[src/rtl/tlul_arb_pkg.sv]
// Shared types and helpers for the TL-UL M:1 weighted round-robin arbiter.
//   arb_state_e : arbiter mode (idle scan vs. owner burst)
//   MaxHosts    : widest host vector the pick helper handles
//   rr_pick     : rotate-and-find-first over an eligibility vector
package tlul_arb_pkg;

    typedef enum logic {
        ArbIdle  = 1'b0,
        ArbBurst = 1'b1
    } arb_state_e;

    localparam int MaxHosts = 16;

    // First set bit of elig scanning last+1, last+2, ... modulo m.
    // The scan ends on last itself, so a lone requester can be re-picked.
    // Returns 0 when nothing is eligible.
    function automatic logic [3:0] rr_pick(input logic [MaxHosts-1:0] elig,
                                           input logic [3:0]          last,
                                           input int                  m);
        logic [3:0] res;
        logic       found;
        int         j;
        res   = '0;
        found = 1'b0;
        for (int k = 1; k <= MaxHosts; k++) begin
            j = int'(last) + k;
            if (j >= m) j = j - m;
            if (k <= m && !found && elig[j[3:0]]) begin
                res   = j[3:0];
                found = 1'b1;
            end
        end
        return res;
    endfunction

endpackage

[src/rtl/tlul_m1_wrr_arbiter_if.sv]
// Request/response handshake bundle between the host FIFOs, the arbiter
// and the device path.
//   req_i/weight_i/a_ready_i : host requests, per-host weights, device ready
//   valid_o/idx_o/gnt_o      : arbitrated valid, mux select, one-hot grant
//   rsp_valid_i/rsp_ready_i/rsp_idx_i : device response handshake + host index
// Modport slave is the arbiter side; master is the surrounding logic.
interface tlul_m1_wrr_arbiter_if #(
    parameter int M       = 4,
    parameter int WeightW = 4
);
    localparam int IdxW = $clog2(M);

    logic [M-1:0]         req_i;
    logic [M*WeightW-1:0] weight_i;
    logic                 a_ready_i;
    logic                 valid_o;
    logic [IdxW-1:0]      idx_o;
    logic [M-1:0]         gnt_o;
    logic                 rsp_valid_i;
    logic                 rsp_ready_i;
    logic [IdxW-1:0]      rsp_idx_i;

    modport slave (
        input  req_i, weight_i, a_ready_i, rsp_valid_i, rsp_ready_i, rsp_idx_i,
        output valid_o, idx_o, gnt_o
    );

    modport master (
        output req_i, weight_i, a_ready_i, rsp_valid_i, rsp_ready_i, rsp_idx_i,
        input  valid_o, idx_o, gnt_o
    );
endinterface

[src/rtl/tlul_arb_credit_cnt.sv]
// Per-host in-flight request counter, saturating at 0 and MaxCnt.
//   clk_i, rst_i : clock, synchronous active-high reset
//   inc_i        : request accepted for this host
//   dec_i        : response handshake for this host
//   cnt_o        : current in-flight count
//   full_o       : count reached MaxCnt (host out of credit)
//   underflow_o  : dec_i while already empty (combinational)
module tlul_arb_credit_cnt #(
    parameter int MaxCnt = 2,
    parameter int CntW   = 2
) (
    input  logic            clk_i,
    input  logic            rst_i,
    input  logic            inc_i,
    input  logic            dec_i,
    output logic [CntW-1:0] cnt_o,
    output logic            full_o,
    output logic            underflow_o
);
    logic [CntW-1:0] r_cnt;
    logic            w_dec_ok;

    assign w_dec_ok    = dec_i & (r_cnt != '0);
    assign full_o      = (r_cnt == CntW'(MaxCnt));
    assign underflow_o = dec_i & (r_cnt == '0);
    assign cnt_o       = r_cnt;

    // inc together with a real dec cancels out
    always_ff @(posedge clk_i) begin
        if (rst_i) begin
            r_cnt <= '0;
        end else if (inc_i && !w_dec_ok && !full_o) begin
            r_cnt <= r_cnt + 1'b1;
        end else if (w_dec_ok && !inc_i) begin
            r_cnt <= r_cnt - 1'b1;
        end
    end
endmodule

[src/rtl/tlul_m1_wrr_arbiter.sv]
// Weighted round-robin request arbiter with per-host credit limits for the
// TL-UL M:1 socket.
//   clk_i, rst_i  : clock, synchronous active-high reset
//   bus           : request/response handshake bundle (slave side)
//   outstanding_o : per-host in-flight count, host i at [i*CntW+:CntW]
//   stall_o       : host requesting but out of credit
//   err_o         : registered pulse on response to an idle or invalid host
module tlul_m1_wrr_arbiter
    import tlul_arb_pkg::*;
#(
    parameter int  M              = 4,
    parameter int  MaxOutstanding = 2,
    parameter int  WeightW        = 4,
    localparam int IdxW           = $clog2(M),
    localparam int CntW           = $clog2(MaxOutstanding + 1)
) (
    input  logic                    clk_i,
    input  logic                    rst_i,
    tlul_m1_wrr_arbiter_if.slave    bus,
    output logic [M*CntW-1:0]       outstanding_o,
    output logic [M-1:0]            stall_o,
    output logic                    err_o
);
    logic [M-1:0][WeightW-1:0] w_weight;
    logic [M-1:0][CntW-1:0]    w_cnt;
    logic [M-1:0]              w_full, w_unf, w_inc, w_dec, w_elig, w_onehot;
    logic                      w_valid, w_accept, w_rsp_hs, w_rsp_oor;
    logic [IdxW-1:0]           w_sel, r_ptr, w_ptr_nxt;
    logic [WeightW-1:0]        r_burst_left, w_bl_nxt, w_reload;
    arb_state_e                r_state, w_state_nxt;
    logic                      r_err;

    assign w_weight = bus.weight_i;
    assign w_elig   = bus.req_i & ~w_full;
    assign stall_o  = bus.req_i & w_full;
    assign w_accept = (|w_elig) & bus.a_ready_i;
    assign w_rsp_hs = bus.rsp_valid_i & bus.rsp_ready_i;

    // Only a non-power-of-two M leaves unused index codes to flag.
    if (M < (1 << IdxW)) begin : g_oor
        assign w_rsp_oor = (bus.rsp_idx_i >= IdxW'(M));
    end else begin : g_no_oor
        assign w_rsp_oor = 1'b0;
    end

    for (genvar g = 0; g < M; g++) begin : g_cnt
        assign w_inc[g] = w_accept & (w_sel == IdxW'(g));
        assign w_dec[g] = w_rsp_hs & ~w_rsp_oor & (bus.rsp_idx_i == IdxW'(g));
        tlul_arb_credit_cnt #(
            .MaxCnt (MaxOutstanding),
            .CntW   (CntW)
        ) u_cnt (
            .clk_i       (clk_i),
            .rst_i       (rst_i),
            .inc_i       (w_inc[g]),
            .dec_i       (w_dec[g]),
            .cnt_o       (w_cnt[g]),
            .full_o      (w_full[g]),
            .underflow_o (w_unf[g])
        );
    end

    assign outstanding_o = w_cnt;

    // Burst length for the host being (re)loaded; weight 0 behaves as 1.
    assign w_reload = (w_weight[w_sel] == '0) ? '0 : w_weight[w_sel] - 1'b1;

    // State register
    always_ff @(posedge clk_i) begin
        if (rst_i) begin
            r_state      <= ArbIdle;
            r_ptr        <= IdxW'(M - 1);
            r_burst_left <= '0;
            r_err        <= 1'b0;
        end else begin
            r_state      <= w_state_nxt;
            r_ptr        <= w_ptr_nxt;
            r_burst_left <= w_bl_nxt;
            r_err        <= w_rsp_hs & (w_rsp_oor | (|w_unf));
        end
    end

    // Next state: moves only on accept. In BURST, sel == ptr exactly when
    // the owner is still eligible; otherwise the new winner reloads.
    always_comb begin
        w_state_nxt = r_state;
        w_ptr_nxt   = r_ptr;
        w_bl_nxt    = r_burst_left;
        if (w_accept) begin
            if (r_state == ArbBurst && w_sel == r_ptr) begin
                w_bl_nxt    = r_burst_left - 1'b1;
                w_state_nxt = (r_burst_left == WeightW'(1)) ? ArbIdle : ArbBurst;
            end else begin
                w_ptr_nxt   = w_sel;
                w_bl_nxt    = w_reload;
                w_state_nxt = (w_reload != '0) ? ArbBurst : ArbIdle;
            end
        end
    end

    // Outputs: zero-latency pick, the burst owner keeps priority
    always_comb begin
        w_sel = IdxW'(rr_pick(MaxHosts'(w_elig), 4'(r_ptr), M));
        if (r_state == ArbBurst && w_elig[r_ptr]) w_sel = r_ptr;
        w_valid     = |w_elig;
        w_onehot    = {{(M-1){1'b0}}, 1'b1} << w_sel;
        bus.valid_o = w_valid;
        bus.idx_o   = w_sel;
        bus.gnt_o   = w_onehot & {M{w_valid & bus.a_ready_i}};
    end

    assign err_o = r_err;
endmodule

[src/flat_wrapper.sv]
// flat-port wrapper written by rule: the top's interface ports become plain ports
module tlul_m1_wrr_arbiter_flat import tlul_arb_pkg::*;
#(
    parameter int  M              = 4,
    parameter int  MaxOutstanding = 2,
    parameter int  WeightW        = 4,
    localparam int IdxW           = $clog2(M),
    localparam int CntW           = $clog2(MaxOutstanding + 1)
)
  (clk_i, rst_i, outstanding_o, stall_o, err_o, bus_req_i, bus_weight_i, bus_a_ready_i, bus_rsp_valid_i, bus_rsp_ready_i, bus_rsp_idx_i, bus_valid_o, bus_idx_o, bus_gnt_o);
  tlul_m1_wrr_arbiter_if #(.M(M), .WeightW(WeightW)) bus_i ();
  input  logic clk_i;
  input  logic rst_i;
  output logic [M*CntW-1:0] outstanding_o;
  output logic [M-1:0] stall_o;
  output logic err_o;
  input wire logic [$bits(bus_i.req_i)-1:0] bus_req_i;
  input wire logic [$bits(bus_i.weight_i)-1:0] bus_weight_i;
  input wire logic [$bits(bus_i.a_ready_i)-1:0] bus_a_ready_i;
  input wire logic [$bits(bus_i.rsp_valid_i)-1:0] bus_rsp_valid_i;
  input wire logic [$bits(bus_i.rsp_ready_i)-1:0] bus_rsp_ready_i;
  input wire logic [$bits(bus_i.rsp_idx_i)-1:0] bus_rsp_idx_i;
  output wire logic [$bits(bus_i.valid_o)-1:0] bus_valid_o;
  output wire logic [$bits(bus_i.idx_o)-1:0] bus_idx_o;
  output wire logic [$bits(bus_i.gnt_o)-1:0] bus_gnt_o;
  assign bus_i.req_i = bus_req_i;
  assign bus_i.weight_i = bus_weight_i;
  assign bus_i.a_ready_i = bus_a_ready_i;
  assign bus_i.rsp_valid_i = bus_rsp_valid_i;
  assign bus_i.rsp_ready_i = bus_rsp_ready_i;
  assign bus_i.rsp_idx_i = bus_rsp_idx_i;
  assign bus_valid_o = bus_i.valid_o;
  assign bus_idx_o = bus_i.idx_o;
  assign bus_gnt_o = bus_i.gnt_o;
  tlul_m1_wrr_arbiter #(.M(M), .MaxOutstanding(MaxOutstanding), .WeightW(WeightW)) u_core (.clk_i(clk_i), .rst_i(rst_i), .bus(bus_i), .outstanding_o(outstanding_o), .stall_o(stall_o), .err_o(err_o));
endmodule
[config.mk]
export PLATFORM = sky130hd
export DESIGN_NAME = tlul_m1_wrr_arbiter_flat
export DESIGN_NICKNAME = d
export VERILOG_FILES = /design/src/rtl/tlul_arb_pkg.sv /design/src/rtl/tlul_m1_wrr_arbiter_if.sv /design/src/rtl/tlul_arb_credit_cnt.sv /design/src/rtl/tlul_m1_wrr_arbiter.sv /design/src/flat_wrapper.sv
export SDC_FILE = /design/constraint.sdc
export NUM_CORES = 1
export LEC_CHECK = 0
export CAP_MARGIN = 20
export CORE_MARGIN = 10
export CORE_UTILIZATION = 40
export CTS_BUF_LIST = sky130_fd_sc_hd__clkbuf_8 sky130_fd_sc_hd__clkbuf_16
export CTS_CLUSTER_SIZE = 12
export DETAILED_ROUTE_END_ITERATION = 6
export MAX_ROUTING_LAYER = met4
export PLACE_DENSITY_LB_ADDON = 0.2
export SETUP_SLACK_MARGIN = 0.3
export SLEW_MARGIN = 20
export SYNTH_ARGS = -nofsm -noshare
export SYNTH_HDL_FRONTEND = slang
export SYNTH_SLANG_ARGS = --single-unit
[constraint.sdc]
create_clock -name clk_i -period 9.55 [get_ports clk_i]
set_input_delay 1.91 -clock clk_i [delete_from_list [all_inputs] [get_ports clk_i]]
set_output_delay 1.91 -clock clk_i [all_outputs]
set_load 0.02 [all_outputs]
==> impl.org, run 1 <==
** Power
- Total power per unit cell area :: 220 nW/µm²
- Leak pwr :: 0.000840 µW
- Largest voltage drop on the vdd net :: 0.137 mV

** Floorplan
- After floorplanning, the core was sized to cover 4000 µm².
- Boundary pin count :: 47
- The floorplan step set the die height to 84.5 µm.
- The die covers 7140 µm².
- Initial Utilization :: 41.6%
- Row Count :: 23
- Measured along the x axis, the die boundary spans 84.5 µm.

** Timing
- Final setup margin :: 2.34 ns
- Unrepaired setup endpoints after global routing :: no
- Total negative slack for setup checks :: 0 ns
- Transition time at the pin with the least slew margin :: 0.942 ns
- On the final layout, the worst clock skew is 0.00325 ns.
- Max-slew violation count :: 0
- Subtracting the final worst setup slack from the clock period gives 7.21 ns.
- The number of hold violations in the final report came to 0.
- Measured against its own limit, the worst slew margin works out to 37.2%.
- Final setup violation count :: 0
- Achievable Freq :: 0.139 GHz
- Dividing the final minimum period by the clock period gives 75.5%.

** Global routing
- The first global-routing pass estimated 8180 µm of wire.
- Grt ovf :: 0
- The number of global-route vias before repair came to 1,736.
- Antenna violations before repair :: 0
- Overall routing resource usage :: 13.6%
- Pin count of the biggest net entering global routing :: 20

** Status
- Status :: completed

** Detailed routing
- Routed length per placed instance :: 15.4 µm
- The first routing iteration left 100 violations.
- Total DRC errors in the routed layout :: 0
- The final layout contains routed wiring with a total length of 4770 µm.
- The routed layout has 1,789 vias.
- Residual antenna-violating net count after detailed routing :: 0
- The pre-antenna-repair detailed-routing pass consisted of 7 iterations.
- Vias per std cell :: 5.79

** Worst setup path
- Biggest fanout along the worst timing path :: 11
- Following the worst setup path forward leads to its endpoint at bus_gnt_o[0].
- Capturing element type of the critical path :: primary output
- The worst register-to-register path ends at u_core.r_state.
- Critical Path Source Type :: input port
- In this run the critical register-to-register path is launched from u_core.r_ptr[0].
- Data on the critical path is required at its endpoint by 7.64 ns.
- Number of cells traversed by the worst register-to-register path :: 11
- Crit path kind :: input port to primary output
- Reg2Reg Setup Slack :: 5.54 ns
- In this run the worst setup path begins at bus_req_i[1].
- Arrival time of the worst setup path :: 5.30 ns

** Yosys
- Warnings, synthesis :: 0
- Number of enable flip-flop cells after synthesis :: 0
- Net count of the mapped netlist :: 253
- Fraction of synthesis flops using an asynchronous set or reset pin :: 0%
- The average instance in the mapped netlist occupies 7.53 µm².
- Unique cell type count in the Yosys netlist :: 57
- Synthesis handed over a netlist of 221 instances.
- Netlist area before placement :: 1660 µm²
- After synthesis the netlist holds a flip-flop and latch count of 16.
- Ys flop type :: dfxtp_1
- Sequential elements use 19.2% of the synthesized area.

** Layout
- Leading cell type in the layout, fill and taps excluded :: clkdlybuf4s50_1
- Filler cells :: 406
- The library cells used most frequently in the layout, excluding fill and tap cells, are clkdlybuf4s50_1 (46), nor2_1 (18), a21oi_1 (16), dfxtp_1 (16), nand2_1 (15).
- Ant diodes :: 0
- Number of nets at the end of the flow :: 293
- After routing the design area is 2190 µm².
- In the final layout, the share of cells above drive strength 1 is 6.95%.
- End-of-flow core utilization :: 54.6%
- From synthesis to final layout, the design area changed by 31.4%.

** CTS
- The cell sitting at the root of the clock tree is a clkbuf_8.
- Number of hold buffers added after CTS :: 0
- Clock sink count :: 16
- Clock tree from TritonCTS :: yes
- Once the clock tree was built, the setup fixing pass inserted 0 buffers.
- Gates resized during post-CTS repair numbered 0.
- Counting along the longest clock path gives a buffer depth of 2.
- Clock latency on the worst-skew pair, taken at its later pin, is 0.25 ns.
- Clock-pin slew was measured on the worst setup and hold paths at 0.06 ns.
- Clock buffers created by TritonCTS :: 3
- H-tree depth :: 1

** Placement
- Half-perimeter wire length after detailed placement :: 3750 µm
- Worst slack at placement :: 2.40 ns
- Summing all placed instances gives a cell area of 2140 µm².
- During placement, the flow inserted port buffers numbering 46.
- Routability Congestion :: 0.836

** Run
- Max_cap viols :: 0

** Hold path
- The path class of the tightest hold or removal check is register to register.
[layer usage]
metal / share of wire [%] / track usage (%) / vias to the layer above
met5: 0 / - / -
met4: 1.8 / 5.69 / 0
met3: 5.3 / 3.19 / 9
met2: 44 / 20.0 / 49
met1: 49 / 17.3 / 825
li1: - / - / 906
[logic make-up after synthesis]
logic type,share of synthesized area [%]
and+or+nand+nor,30.8
AOI/OAI and AO/OA,33.0
buffers and inverters,5.26
DFF,19.2
xor gates and xnor gates,4.21
muxes,3.76
adders and majority gates,3.76
[worst min path at each step]
stage / to / depth (start not counted) / from
after floorplan: u_core.r_state / 2 / u_core.r_state
after global placement: u_core.g_cnt[1].u_cnt.cnt_o[1] / 2 / u_core.g_cnt[1].u_cnt.cnt_o[1]
after detailed placement: u_core.g_cnt[1].u_cnt.cnt_o[1] / 2 / u_core.g_cnt[1].u_cnt.cnt_o[1]
after CTS: u_core.g_cnt[1].u_cnt.cnt_o[1] / 2 / u_core.g_cnt[1].u_cnt.cnt_o[1]
after global routing: u_core.g_cnt[3].u_cnt.cnt_o[1] / 2 / u_core.g_cnt[3].u_cnt.cnt_o[1]
final: u_core.g_cnt[1].u_cnt.cnt_o[1] / 2 / u_core.g_cnt[1].u_cnt.cnt_o[1]
[worst max-delay path, stage by stage]
cell and delay, ns:
clkdlybuf4s50_1 0.53, nor2b_1 0.19, a221oi_1 0.10, a31oi_1 0.42, a21oi_1 0.12, o221ai_1 0.77
and2_1 0.31, inv_1 0.12, nor2_1 0.18, clkdlybuf4s50_1 0.64
[metrics by stage]
| step | power (µW) | cells | hold WS, ns |
|---|---|---|---|
| floorplan | 343 | 221 | 0.487 |
| global placement | 428 | 306 | 0.518 |
| detailed placement | 429 | 306 | 0.518 |
| global route | 524 | 309 | 0.562 |
| CTS | 482 | 309 | 0.525 |
| finish | 481 | 309 | 0.527 |
[registers in the layout (all words and copies together), names as in the netlist]
signal	count
u_core.err_o	1
u_core.r_ptr	2
u_core.r_burst_left	4
u_core.r_state	1
u_core.g_cnt.u_cnt.cnt_o	8
[power by group]
part / leakage [µW] / switching, µW / internal (µW)
combinational: 0.000688 / 175 / 149
clock: 0.0000216 / 23.1 / 28.0
sequential: 0.000131 / 24.1 / 81.4
[synth_stat cells, drive strengths merged (4+ instances only)]
cell / n / area share, %
a211o: 5 / 2.6
a211oi: 5 / 2.6
a21oi: 16 / 4.8
a221o: 5 / 3.0
a221oi: 4 / 2.5
and2: 8 / 3.0
and3: 7 / 2.6
buf: 4 / 1.2
clkbuf: 8 / 1.8
dfxtp: 16 / 19
ha: 5 / 3.8
inv: 10 / 2.3
mux2i: 4 / 2.4
nand2: 15 / 3.4
nand2b: 6 / 2.4
nand3: 4 / 1.2
nor2: 19 / 4.7
nor2b: 5 / 1.9
nor3: 10 / 3.0
nor3b: 4 / 1.8
o21a: 5 / 2.3
o21ai: 13 / 3.9
xor2: 5 / 2.6
[final cells by class]
cell class / count / area, µm² / area share, %
clock buffers: 3 / 41.3 / 1.89
inverters: 10 / 37.5 / 1.72
multi-input cells: 183 / 1260 / 57.5
flip-flops and latches: 16 / 320 / 14.7
well taps: 50 / 62.6 / 2.86
repair buffers: 47 / 468 / 21.4
(Power assumes the default switching activity.)
==> run 2: changes to the inputs <==
==> constraint.sdc (replaced) <==
create_clock -name clk_i -period 6.7 [get_ports clk_i]
set_input_delay 1.34 -clock clk_i [delete_from_list [all_inputs] [get_ports clk_i]]
set_output_delay 1.34 -clock clk_i [all_outputs]
set_load 0.02 [all_outputs]
==> impl.org, run 2 (synthesis results as in run 1) <==
** Global routing
- The number of global-route vias before repair is 1,720 (was 1,736).
- The global-route usage over all layers was 13.5% (was 13.6%).
- Grt ovf :: 0 (unchanged)
- The pin count of the biggest net entering global routing came to 20 (unchanged).
- First-pass GRT wire length :: 8270 µm (was 8180 µm)
- The initial antenna violation count came to 0 (unchanged).

** Floorplan
- Floorplan core area :: 4000 µm² (unchanged)
- The number of rows created at floorplan was 23 (unchanged).
- The initial cell density of the core was 41.6% (unchanged).
- Floorplan die width :: 84.5 µm (unchanged)
- The number of ports placed on the die boundary came to 47 (unchanged).
- Die height :: 84.5 µm (unchanged)
- Area of the die :: 7140 µm² (unchanged)

** Layout
- The most common library cell in the layout ignoring fill and taps is clkdlybuf4s50_1 (unchanged).
- Number of flip-flops in the largest register :: 8 (unchanged)
- The layout overhead on the synthesized area came to 33.1% (was 31.4%).
- Number of nets at the end of the flow :: 295 (was 293)
- Fraction of layout cells with a size suffix above 1 :: 8.02% (was 6.95%)
- Ant diodes :: 0 (unchanged)
- End-of-flow core utilization :: 55.4% (was 54.6%)
- Leading cell types in the layout, fill and taps excluded :: clkdlybuf4s50_1 (46), nor2_1 (18), a21oi_1 (16), dfxtp_1 (16), nand2_1 (15) (unchanged)

** Detailed routing
- Routed via count :: 1,768 (was 1,789)
- Count of TritonRoute iterations in the first routing pass :: 4 (was 7)
- Residual antenna-violating net count after detailed routing :: 0 (unchanged)
- Total length of routed wires :: 4810 µm (was 4770 µm)
- The average detailed-routed wire length per instance came to 15.4 µm (about the same).
- Drt initial violations :: 100 (unchanged)
- Total DRC errors in the routed layout :: 0 (unchanged)
- Vias per std cell :: 5.67 (was 5.79)

** Worst setup path
- The highest fanout seen on the critical path is 13 (was 11).
- The kind of start point of the critical path is an input port (unchanged).
- Capturing element type of the critical path :: primary output (unchanged)
- Arrival time of the worst setup path :: 4.41 ns (was 5.30 ns)
- The required time of the critical path came to 5.36 ns (was 7.64 ns).
- The critical path class is input port to primary output (unchanged).
- The launching element of the worst setup path was bus_req_i[1] (unchanged).
- Launch point of the worst reg-to-reg path :: u_core.r_ptr[0] (unchanged)
- Reg2Reg Setup Slack :: 2.71 ns (was 5.54 ns)

** CTS
- Clock slew at reported path FFs :: 0.06 ns (about the same)
- The root buffer cell is clkbuf_8 (unchanged).
- The source-to-sink clock delay at the later pin of the worst-skew pair is 0.25 ns (about the same).
- The number of buffers on the longest clock path was 2 (unchanged).
- Clock buffers created by TritonCTS :: 3 (unchanged)
- Clock sink count :: 16 (unchanged)
- Post-CTS repair timing setup buffer count :: 0 (unchanged)
- H-tree depth :: 1 (unchanged)
- Clock tree from TritonCTS :: yes (unchanged)
- The hold buffer count at CTS came to 0 (unchanged).
- The post-cts sizing count was 0 (unchanged).

** Hold path
- Hold Path Origin :: u_core.g_cnt[3].u_cnt.cnt_o[1] (was u_core.g_cnt[1].u_cnt.cnt_o[1])
- Hold WC Path Type :: register to register (unchanged)

** Power
- The static power due to leakage was 0.000857 µW (was 0.000840 µW).
- Total power per unit cell area :: 319 nW/µm² (was 220 nW/µm²)
- Largest voltage drop on the vdd net :: 0.185 mV (was 0.137 mV)

** Timing
- The slew at the pin with the worst max-slew slack was 0.685 ns (was 0.942 ns).
- Final hold violation count :: 0 (unchanged)
- The routed design could run at a clock period as short as 5.75 ns.
- Unrepaired setup endpoints after global routing: no (unchanged).
- In the finished design, the share of the clock period the worst path needs comes to 85.9%.
- Max-slew violation count :: 0 (unchanged)
- Relative slew margins :: 54.2% (was 37.2%)
- Final setup violation count :: 0 (unchanged)
- Derived from the worst setup path, the maximum achievable clock frequency is 0.174 GHz.
- The setup skew after layout is 0.00659 ns (was 0.00325 ns).
- Total negative slack for setup checks :: 0 ns (unchanged)

** Placement
- Buffers on Ports :: 46 (unchanged)
- The total half-perimeter wirelength after legalization and detailed placement was 3790 µm (was 3750 µm).
- Routability Congestion :: 0.863 (was 0.836)

** Run
- The max-cap violation count came to 0 (unchanged).

** Status
- Status: completed (unchanged).
-- run 2: layer usage --
metal	share of wire, %	vias up	global-route usage (%)
met1	50	788	18.4
met4	1.2	0	3.89
met5	0	-	-
met3	5.1	6	2.32
met2	44	62	19.8
li1	-	912	-
-- run 2: worst paths after layout --
path,cells after the start,to
worst max register to register,11,u_core.r_state
worst min-delay path,2,u_core.g_cnt[3].u_cnt.cnt_o[1]
worst max-delay path,8,bus_gnt_o[3]
worst min register to register,2,u_core.g_cnt[3].u_cnt.cnt_o[1]
-- run 2: area by class of cell --
class | instances | area (µm²)
tap | 50 | 62.6
timing repair buffer | 49 | 483
sequential | 16 | 320
multi-input combinational | 183 | 1260
clock buffer | 4 | 55.1
inverter | 10 | 37.5
fill | 403 | 1790
-- run 2: power breakdown --
| part | total, µW | internal (µW) | switching [µW] |
|---|---|---|---|
| clock | 87.5 | 52.1 | 35.4 |
| sequential | 152 | 116 | 35.5 |
| combinational | 468 | 217 | 251 |
-- run 2: critical path, cell delays in order --
cell	delay, ns
clkdlybuf4s50_1	0.47
nor2b_1	0.18
a221oi_1	0.31
a31oi_1	0.15
o41ai_4	0.75
nor2_4	0.17
a211oi_2	0.38
clkdlybuf4s50_1	0.68
-- run 2: metrics by stage --
stage / hold slack [ns] / power (µW) / instances / worst slack (ns) / area [µm²]
2_1_floorplan: 0.487 / 488 / 221 / 2.05 / 1660
3_3_place_gp: 0.512 / 615 / 308 / 0.982 / 2160
3_5_place_dp: 0.510 / 616 / 308 / 0.971 / 2160
4_1_cts: 0.520 / 707 / 312 / 0.952 / 2210
5_1_grt: 0.563 / 769 / 312 / 0.705 / 2210
6_report: 0.515 / 707 / 312 / 0.946 / 2210
==> run 3: changes to the inputs <==
--- a/config.mk
+++ b/config.mk
@@ -5,6 +5,7 @@
 export SDC_FILE = /design/constraint.sdc
 export NUM_CORES = 1
 export LEC_CHECK = 0
+export ABC_AREA = 1
 export CAP_MARGIN = 20
 export CORE_MARGIN = 10
 export CORE_UTILIZATION = 40
==> impl.org, run 3 <==
** Global routing
- The initial antenna violation count is 0 (unchanged).
- Pin count of the biggest net entering global routing :: 16 (was 20)
- Vias in the first global route :: 1,756 (was 1,720)
- The first-pass GRT wire length came to 7690 µm (was 8270 µm).
- The global-route usage over all layers is 12.6% (was 13.5%).
- Grt ovf :: 0 (unchanged)

** Yosys
- Net count of the mapped netlist :: 305 (was 253)
- Number of enable flip-flop cells after synthesis :: 0 (unchanged)
- Top post-synthesis cells by count: nand2_1 (80), nand3_1 (36), inv_1 (32) (was nor2_1 (18), a21oi_1 (16), dfxtp_1 (16)).
- Area fraction of the dominant cell type after synthesis :: 19.3% (was 19.2%)
- Yosys top cell by area :: dfxtp_1 (unchanged)
- Fraction of synthesis flops using an asynchronous set or reset pin :: 0% (unchanged)
- Ys flop type :: dfxtp_1 (unchanged)
- The area of the mapped netlist is 1660 µm² (about the same).
- The count of synthesis-stage warnings from yosys came to 0 (unchanged).
- The sequential fraction of the synthesis area was 19.3% (was 19.2%).
- Top area cells in the synthesized netlist :: dfxtp_1 (19%), nand2_1 (18%), nand3_1 (11%) (was dfxtp_1 (19%), a21oi_1 (4.8%), nor2_1 (4.1%))
- The per-instance average area after synthesis was 6.06 µm² (was 7.53 µm²).
- Mapped Cells :: 273 (was 221)
- The distinct cell type count of the synthesized netlist is 28 (was 57).
- The leading cell type by number of instances after synthesis was nand2_1 (was nor2_1).
- The count of state elements after synthesis came to 16 (unchanged).

** CTS
- Number of resized instances in the post-cts repair step :: 0 (unchanged)
- The total CTS buffers was 3 (unchanged).
- Post-CTS repair timing setup buffer count :: 0 (unchanged)
- The number of buffers on the longest clock path is 2 (unchanged).
- The root buffer cell was clkbuf_8 (unchanged).
- The H-tree depth was 1 (unchanged).
- Clock slew at reported path FFs :: 0.06 ns (about the same)
- The source-to-sink clock delay at the later pin of the worst-skew pair came to 0.25 ns (about the same).
- The CTS tree is yes (unchanged).
- The hold buffer count at CTS was 0 (unchanged).
- Clock sink count :: 16 (unchanged)

** Layout
- Leading cell types in the layout, fill and taps excluded: nand2_1 (80), clkdlybuf4s50_1 (46), nand3_1 (36) (was clkdlybuf4s50_1 (46), nor2_1 (18), a21oi_1 (16), dfxtp_1 (16), nand2_1 (15)).
- Layout area overhead :: 33.3% (was 33.1%)
- Number of flip-flops in the largest register :: 8 (unchanged)
- The number of nets in the layout came to 353 (was 295).
- Leading cell type in the layout, fill and taps excluded :: nand2_1 (was clkdlybuf4s50_1)
- The number of antenna diodes is 0 (unchanged).
- The fraction of layout cells with a size suffix above 1 came to 15.9% (was 8.02%).

** Floorplan
- The x dimension of the die was 84.3 µm (was 84.5 µm).
- The height of the die came to 84.3 µm (was 84.5 µm).
- Boundary pin count :: 47 (unchanged)
- Row Count :: 23 (unchanged)
- Area of the die :: 7110 µm² (was 7140 µm²)
- The core area was 4000 µm² (unchanged).
- Initial Utilization :: 41.4% (was 41.6%)

** Timing
- The setup total negative slack came to 0 ns (unchanged).
- Relative slew margins :: 63.8% (was 54.2%)
- Maximum clock skew at final layout :: 0.00219 ns (was 0.00659 ns)
- Final hold violation count :: 0 (unchanged)
- Period Utilization, post-route :: 75.4% (was 85.9%)
- The slew at the pin with the worst max-slew slack was 0.543 ns (was 0.685 ns).
- The number of failing setup endpoints in the final timing report is 0 (unchanged).
- The maximum frequency from static timing analysis came to 0.198 GHz (was 0.174 GHz).
- Unrepaired setup endpoints after global routing :: no (unchanged)
- The clock period minus final worst setup slack is 5.05 ns (was 5.75 ns).
- Max-slew violation count :: 0 (unchanged)

** Detailed routing
- The highest routing layer actually used is met4 (unchanged).
- The routed via count came to 1,830 (was 1,768).
- The detailed-routed wire length on met3 is 147 µm (was 245 µm).
- The detailed-routing iteration count for the pre-antenna-repair pass came to 4 (unchanged).
- The average detailed-routed wire length per instance is 12.1 µm (was 15.4 µm).
- The wire length the detailed router placed on met1 was 2040 µm (was 2390 µm).
- The via density per instance came to 4.95 (was 5.67).
- Total length of routed wires :: 4470 µm (was 4810 µm)
- The met2 routed wirelength was 2270 µm (was 2120 µm).
- The starting DRC count in detailed routing was 99 (was 100).
- The post-detailed-route count of antenna-violating nets is 0 (unchanged).
- Total DRC errors in the routed layout :: 0 (unchanged)

** Worst setup path
- Critical Path, Cell by Cell: clkdlybuf4s50_1 > nand3_2 > nand2_2 > nand2_1 > nand2_2 > nand2_1 > nand2_1 > nand2_1 > nand3_2 > nand2_4 > inv_2 > nand3_1 > inv_2 > clkdlybuf4s50_1 (was clkdlybuf4s50_1 > nor2b_1 > a221oi_1 > a31oi_1 > o41ai_4 > nor2_4 > a211oi_2 > clkdlybuf4s50_1).
- The critical path class is input port to primary output (unchanged).
- Crit-path slowest cell :: clkdlybuf4s50_1 (was o41ai_4)
- The critical path's largest stage delay came to 0.60 ns (was 0.75 ns).
- The internal reg-to-reg setup slack is 3.80 ns (was 2.71 ns).
- Kind of cell adding the most delay to the critical path :: buffers and inverters (was compound AO/OA/AOI/OAI gates)
- CP bufs+invs :: 4 (was 2)
- Critical Path Source Type :: input port (unchanged)
- The required time of the critical path was 5.36 ns (about the same).
- Biggest fanout along the worst timing path :: 15 (was 13)
- The cell repeated most along the worst path is nand2_1 (was clkdlybuf4s50_1).
- The category of the worst setup path capture point was a primary output (unchanged).
- The endpoint arrival time on the critical path was 3.71 ns (was 4.41 ns).

** Placement
- The count of input and output buffers is 46 (unchanged).
- The weighted congestion reported at the end of routability-driven placement came to 0.816 (was 0.863).
- The total half-perimeter wirelength after legalization and detailed placement is 3690 µm (was 3790 µm).

** Run
- Max_cap viols :: 0 (unchanged)

** Hold path
- Hold WC Path Type :: register to register (unchanged)

** Status
- Status :: completed (unchanged)
run 3: layout make-up:
cell class	instances	area, µm²
clock buffers	4	55.1
fillers	416	1790
inverters	45	174
multi-input cells	209	1130
flip-flops and latches	16	320
well taps	50	62.6
repair buffers	46	460
run 3: per-layer routing:
metal  up-vias  GRT usage (%)
li1        975              -
met1       827           15.0
met2        26           21.7
met3         2           2.61
met4         0           1.80
met5         -              -
run 3: logic make-up (layout without fill, tap and decap cells):
family,after synthesis,in the layout,share of synthesized area (%)
xor+xnor,2,2,1.06
flops,16,16,19.4
buf+inv,48,95,12.1
simple gates,158,158,48.3
compound gates,44,44,15.4
fa+ha+maj,5,5,3.78
run 3: path summary, 6_finish.rpt:
check	from	to	depth (start not counted)
max	bus_req_i[3]	bus_gnt_o[2]	14
min reg2reg	u_core.r_burst_left[3]	u_core.r_burst_left[3]	2
min	u_core.r_burst_left[3]	u_core.r_burst_left[3]	2
max reg2reg	u_core.r_ptr[0]	u_core.r_burst_left[2]	18
run 3: stage by stage:
stage / instances / hold slack (ns) / instance area, µm² / worst slack, ns / util (%)
5_1_grt: 370 / 0.596 / 2210 / 1.42 / 55.2
3_5_place_dp: 366 / 0.539 / 2150 / 1.62 / 53.8
4_1_cts: 370 / 0.548 / 2210 / 1.62 / 55.2
2_1_floorplan: 273 / 0.514 / 1660 / 2.89 / -
6_report: 370 / 0.547 / 2210 / 1.65 / 55.2
3_3_place_gp: 366 / 0.533 / 2150 / 1.67 / 53.8
run 3: worst min-delay path, stage by stage, from the launching register on:
cell	delay [ns]
dfxtp_1	0.30
o21ai_0	0.15
a31oi_1	0.05
Power of run 3 is not shown: default switching activity piles up to over one toggle a cycle in this logic, so the estimate is an artifact.
